File: config.mk
export PLATFORM = sky130hd
export DESIGN_NAME = gpio_apb_port
export DESIGN_NICKNAME = d
export VERILOG_FILES = /design/src/rtl/gpio_apb_port.sv
export SDC_FILE = /design/constraint.sdc
export NUM_CORES = 1
export LEC_CHECK = 0
export CORE_UTILIZATION = 48
export DETAILED_ROUTE_END_ITERATION = 8
export GPL_TIMING_DRIVEN = 0
export PLACE_DENSITY = 0.79
export SETUP_SLACK_MARGIN = 0.15
export SLEW_MARGIN = 10
export SYNTH_ARGS = -nofsm -noshare
export SYNTH_HDL_FRONTEND = slang
export SYNTH_SLANG_ARGS = --single-unit
File: constraint.sdc
create_clock -name clk -period 7.4 [get_ports clk]
set_clock_uncertainty 0.2 [all_clocks]
set_input_delay 1.11 -clock clk [delete_from_list [all_inputs] [get_ports clk]]
set_output_delay 1.11 -clock clk [all_outputs]
set_load 0.01 [all_outputs]
File: src/rtl/gpio_apb_port.sv
// APB switch/LED peripheral: synchronised switch inputs with change-detect status, W1C clear and maskable irq.
// Define GPIO_APB_SW_DEBOUNCE_EN to insert the switch debounce filter.
module gpio_apb_port #(
  parameter int                   SW_WIDTH        = 32,
  parameter int                   LED_WIDTH       = 32,
  parameter int                   SYNC_STAGES     = 2,
  parameter int                   DEBOUNCE_CYCLES = 4,
  parameter logic [LED_WIDTH-1:0] LED_RESET       = '0
) (
  input  logic                 clk,
  input  logic                 reset,
  input  logic                 psel,
  input  logic                 penable,
  input  logic                 pwrite,
  input  logic [3:0]           paddr,
  input  logic [31:0]          pwdata,
  output logic [31:0]          prdata,
  output logic                 pready,
  input  logic [SW_WIDTH-1:0]  SW,
  output logic [LED_WIDTH-1:0] LED,
  output logic                 irq
);

  localparam logic [1:0] ADDR_SW_IN  = 2'd0;
  localparam logic [1:0] ADDR_LED    = 2'd1;
  localparam logic [1:0] ADDR_STATUS = 2'd2;
  localparam logic [1:0] ADDR_MASK   = 2'd3;

  logic [SW_WIDTH-1:0]  sync_q [SYNC_STAGES];
  logic [SW_WIDTH-1:0]  sw_sync;
  logic [SW_WIDTH-1:0]  sw_stable_q, sw_stable_d;
  logic [SW_WIDTH-1:0]  status_q, status_d;
  logic [SW_WIDTH-1:0]  mask_q, mask_d;
  logic [SW_WIDTH-1:0]  w1c;
  logic [LED_WIDTH-1:0] led_q, led_d;
  logic [31:0]          prdata_q, prdata_d, rd_data;
  logic                 pready_q, pready_d;
  logic                 irq_q, irq_d;
  logic                 wr_en;
  logic                 unused_ok;

  // Low address bits and pwdata bits beyond the register widths carry no meaning.
  assign unused_ok = ^{paddr[1:0], pwdata};

  // NOTE: every element of the synchroniser array is reset explicitly; a reset loop over an
  // unpacked array is fine here because these are plain flops, not a RAM macro.
  always_ff @(posedge clk or posedge reset) begin
    if (reset) begin
      for (int i = 0; i < SYNC_STAGES; i++) sync_q[i] <= '0;
    end else begin
      sync_q[0] <= SW;
      for (int i = 1; i < SYNC_STAGES; i++) sync_q[i] <= sync_q[i-1];
    end
  end

  assign sw_sync = sync_q[SYNC_STAGES-1];

`ifdef GPIO_APB_SW_DEBOUNCE_EN
  localparam int                CNT_W   = (DEBOUNCE_CYCLES > 1) ? $clog2(DEBOUNCE_CYCLES) : 1;
  localparam logic [CNT_W-1:0] CNT_MAX = CNT_W'(DEBOUNCE_CYCLES - 1);

  logic [SW_WIDTH-1:0] cand_q, cand_d;
  logic [CNT_W-1:0]    cnt_q, cnt_d;

  // NOTE: every variable assigned in this block gets a default first, so no latch is inferred.
  always_comb begin
    cand_d      = cand_q;
    cnt_d       = cnt_q;
    sw_stable_d = sw_stable_q;
    if (sw_sync != cand_q) begin
      cand_d = sw_sync;
      cnt_d  = '0;
    end else begin
      if (cnt_q != CNT_MAX) cnt_d = cnt_q + CNT_W'(1);
      if (cnt_d == CNT_MAX) sw_stable_d = cand_q;
    end
  end

  always_ff @(posedge clk or posedge reset) begin
    if (reset) begin
      cand_q <= '0;
      cnt_q  <= '0;
    end else begin
      cand_q <= cand_d;
      cnt_q  <= cnt_d;
    end
  end
`else
  localparam int unused_debounce_cycles = DEBOUNCE_CYCLES;

  assign sw_stable_d = sw_sync;
`endif

  always_comb begin
    rd_data = '0;
    case (paddr[3:2])
      ADDR_SW_IN:  rd_data = 32'(sw_stable_q);
      ADDR_LED:    rd_data = 32'(led_q);
      ADDR_STATUS: rd_data = 32'(status_q);
      ADDR_MASK:   rd_data = 32'(mask_q);
    endcase
  end

  // pready_q doubles as "a setup phase preceded this access", so orphan access phases write nothing.
  assign wr_en    = psel & penable & pwrite & pready_q;
  assign pready_d = psel & ~penable;
  assign prdata_d = (psel & ~penable & ~pwrite) ? rd_data : '0;
  assign irq_d    = |(status_q & mask_q);

  always_comb begin
    led_d  = led_q;
    mask_d = mask_q;
    w1c    = '0;
    if (wr_en) begin
      case (paddr[3:2])
        ADDR_LED:    led_d  = pwdata[LED_WIDTH-1:0];
        ADDR_STATUS: w1c    = pwdata[SW_WIDTH-1:0];
        ADDR_MASK:   mask_d = pwdata[SW_WIDTH-1:0];
        default:     ;
      endcase
    end
    // A new change on a bit being cleared this cycle keeps the bit set.
    status_d = (status_q & ~w1c) | (sw_stable_d ^ sw_stable_q);
  end

  // NOTE: sequential state uses non-blocking assignments so all flops update from pre-edge values.
  always_ff @(posedge clk or posedge reset) begin
    if (reset) begin
      sw_stable_q <= '0;
      status_q    <= '0;
      mask_q      <= '0;
      led_q       <= LED_RESET;
      prdata_q    <= '0;
      pready_q    <= 1'b0;
      irq_q       <= 1'b0;
    end else begin
      sw_stable_q <= sw_stable_d;
      status_q    <= status_d;
      mask_q      <= mask_d;
      led_q       <= led_d;
      prdata_q    <= prdata_d;
      pready_q    <= pready_d;
      irq_q       <= irq_d;
    end
  end

  assign prdata = prdata_q;
  assign pready = pready_q;
  assign LED    = led_q;
  assign irq    = irq_q;

endmodule

==> results.md <==
STA:
- Dividing the final minimum period by the clock period gives 0.376.
- The post-route setup TNS is 0 ns.
- The slew at the pin with the worst max-slew slack is between 0.7 and 0.8 ns.
- Derived from the worst setup path, the maximum achievable clock frequency is 0.360 GHz.
- The number of pins exceeding their max-slew limit in the final report is 0.
- Setup repair after global routing left no endpoint under its margin.
- The number of failing hold endpoints at the final stage is 0.
- The headroom to the max-slew limit is 0.499.
- The final setup violation count is 0.
- Hold is met by 0.147 ns.
- The post-route minimum period is about 2.8 ns.

Yosys:
- The most used flip-flop cell after synthesis is dfrtp_1.
- The netlist area before placement is 0.00845 mm2.
- After synthesis, the netlist uses 21 different library cells.
- The sequential fraction of the synthesis area is 0.669.
- The synthesized design spends more area on one cell type than any other, namely dfrtp_1.
- The synthesized area per cell is 16.8 um2.
- During synthesis, Yosys emitted a total of 0 warnings.
- By area the synthesized netlist is led by dfrtp_1 67%, mux4_2 8.5%, mux2_4 5.3%.
- The synthesized netlist net count is 577.
- Counting flops and latches in the post-synthesis netlist gives 226.
- Of all flip-flops after synthesis, the portion carrying an async set or reset was 1.00.
- The number of enable-type register cells in the synthesized netlist is 0.
- The share of synthesized area in the top cell type comes to 0.669.
- The synthesized instance count is a little over 500.
- Among all cell types in the netlist, the one instantiated most often is dfrtp_1.
- Sorting the synthesized cells by how often they occur yields 226 x dfrtp_1, 34 x nor2b_1.

Drt:
- In this run, the number of DRC markers left after iteration 0 of detailed routing was 221.
- The aggregate routed wire length is 19100 um.
- For this run, design rule violations remaining after detail routing come to 0.
- The routed length per placed instance is 21.0 um.
- Summing over every cut layer, the via total after detailed routing is 4925.
- In this run the remaining antenna-violating nets after routing total 0.
- The number of search-and-repair iterations in the first detailed-routing pass is 4.
- In the routed layout, each cell is associated on average with a via count of 5.44.

Die:
- The initial core utilization is 0.490.
- The floorplan has 48 rows.
- The region available for standard cell placement spans 0.0172 mm2.
- The height of the die is approximately 130 um.
- Measured along the x axis, the die boundary spans 135 um.
- In this run the count of I/O pins placed on the die edge is around 140.
- The die outline area is 0.0181 mm2.

Place:
- Input and output buffers added on the ports amount to 134.
- Detailed placement ended at an HPWL of 13400 um.
- In this run the cell area measured after placement is 0.0102 mm2.
- At the end of routability-driven placement, the weighted congestion stood at between 0.8 and 0.9.
- After detailed placement, the design holds a cell count of 869.

Clock tree:
- The number of clock buffers inserted by TritonCTS is 22.
- TritonCTS built the clock tree.
- The cell sitting at the root of the clock tree is a clkbuf_16.
- Buffers inserted to repair hold after CTS numbered 0.
- The deepest clock path buffer count is 3.
- Buffers added to address setup during post-CTS repair amount to 0.
- The clock-pin slew of the registers on the worst-case setup and hold paths is ~0.06 ns.
- The count of H-tree levels built during CTS is 1.
- The latest clock arrival within the worst-skew pair is 0.50 ns.
- Once the clock tree was built, the resizer swapped 0 gates to a different size.
- The number of clock sinks seen by CTS is roughly 230.

Pwr:
- Of the total power, registers draw 0.496.
- Of the total power, the share spent switching nets is 0.224.
- The relative contribution of combinational cells to total power is 0.111.
- In this run the power spent charging and discharging nets is a little over 0.6 mW.
- The internal power of the cells is 2.15 mW.
- The clock network fraction of total power is 0.393.
- The peak supply drop is ~0.18 mV.
- The leakage power of the design is 4.60 nW.
- In this run the power density over the cells is ~250 mW/mm2.

Final layout:
- The final layout contains roughly 740 nets.
- The layout filler cell count is 1202.
- The area growth from synthesis to layout is 29.1%.
- For this run, the number of standard cells in the final layout without fillers is 906.
- The antenna diode count is 0.
- The total non-filler cell area in the finished layout is ~0.011 mm2.
- Of the cells placed in the final design, the portion with a size suffix greater than 1 is 0.219.

Worst setup path:
- In this run the number of cells on the critical path is 1.
- In this design, the stage delay of the slowest critical-path cell is about 0.6 ns.
- Counting both buffers and inverters, the worst setup path holds a total of 1.
- The arrival time of data at the critical path endpoint is 1.47 ns.
- The kind of cell adding the most delay to the critical path is buffers and inverters.
- The slowest cell on the critical path is clkdlybuf4s50_1.
- Traced cell by cell, the critical path runs through clkdlybuf4s50_1.
- Measured in cells, the most critical reg-to-reg path has a length of 5.
- The kind of launch point of the worst setup path is a register.
- The required time at the endpoint of the critical path is 6.09 ns.
- The nature of the critical path endpoint is a primary output.
- The kind of critical path is register to primary output.
- Along the worst path, the maximum fanout reaches 3.

GRT:
- The number of global-route vias before repair was 5369.
- The wire length of the first global-routing pass is 30300 um.
- The total overflow left after global routing is 0.
- The maximum number of pins on one net before global-route repair is 42.
- Across every metal layer, demand over resource in global routing totals 0.222.
- The initial antenna violation count came to 0.

Job:
- Across the run, the number of max-cap violations was 0.

Run status:
- The run finished with clean final reports.

Worst hold path:
- The path type of the worst min-delay path is register to register.
- The worst hold path depth is 0.
-- layout by cell type, fill, tap and decap left out --
master             n
dfrtp_1          226
clkdlybuf4s50_1  134
nor2b_1           34
nand3_1           32
xor2_1            32
a21o_1            32
mux4_2            32
mux2_4            30
mux2_2            29
clkbuf_16         23
a22oi_1           16
clkbuf_1          14
buf_2              8
buf_12             6
buf_6              5
mux2_1             5
clkbuf_8           5
nand4_1            4
clkinv_2           4
buf_4              3
and4_4             1
nand2b_1           1
or4_1              1
clkinvlp_4         1
and3b_1            1
nand3_2            1
bufinv_16          1
-- through the flow --
step                      utilization  setup WS [ns]  total power, mW
final                           0.633           4.62             2.77
after global placement          0.585           1.74             1.68
after CTS                       0.633           4.61             2.80
after global routing            0.633           4.59             2.88
after floorplan                     -           3.14             1.54
after detailed placement        0.592           4.25             1.71
-- layout make-up --
cell class	count	area, um2	area share
plain buffers	26	156	0.0143
inverters	1	7.51	0.000688
clock buffers	32	659	0.0604
flip-flops and latches	226	5660	0.518
repair buffers	140	1460	0.134
well taps	225	282	0.0258
clock inverters	5	50.0	0.00459
multi-input cells	251	2640	0.242
-- power groups by stage --
stage	clock [mW]	sequential [mW]	combinational, mW
floorplan	0	1.39	0.153
global placement	0	1.39	0.293
detailed placement	0	1.40	0.310
CTS	1.11	1.38	0.312
global route	1.16	1.38	0.331
finish	1.09	1.38	0.307
-- logic make-up after synthesis --
group,Yosys count,synth area share
muxes,96,0.184
AOI/OAI and AO/OA,48,0.0426
and+or+nand+nor,75,0.0523
xor gates and xnor gates,32,0.0332
DFF,226,0.669
buffers and inverters,27,0.0189
-- routing by layer --
metal	up-vias	wire length [um]	global-route usage
met5	-	0	0
met3	40	927	0.0375
met2	158	9620	0.375
met4	0	514	0.0718
met1	2601	7990	0.296
li1	2126	-	-
-- registers in the layout, indices dropped and copies added (netlist names) --
signal and cells:
LED 32, sw_stable_d 32, irq 1, status_q 32, prdata 32, sync_q 32, pready 1, mask_q 32
sw_stable_q 32
-- final timing paths --
kind                                      start                   endpoint  slack, ns
hold / removal             sync_q[37]$_DFF_PP0_   sw_stable_d[5]$_DFF_PP0_       0.15
setup reg to reg               pready$_DFF_PP0_     status_q[22]$_DFF_PP0_       5.49
setup / recovery            LED[31]$_DFFE_PP0P_                    LED[31]       4.62
min in group asynchronous                 reset   sw_stable_q[9]$_DFF_PP0_       0.74
hold reg to reg            sync_q[37]$_DFF_PP0_   sw_stable_d[5]$_DFF_PP0_       0.15
max in group asynchronous                 reset  sw_stable_d[27]$_DFF_PP0_       5.46
No activity file was read; power rests on OpenSTA's default activity.
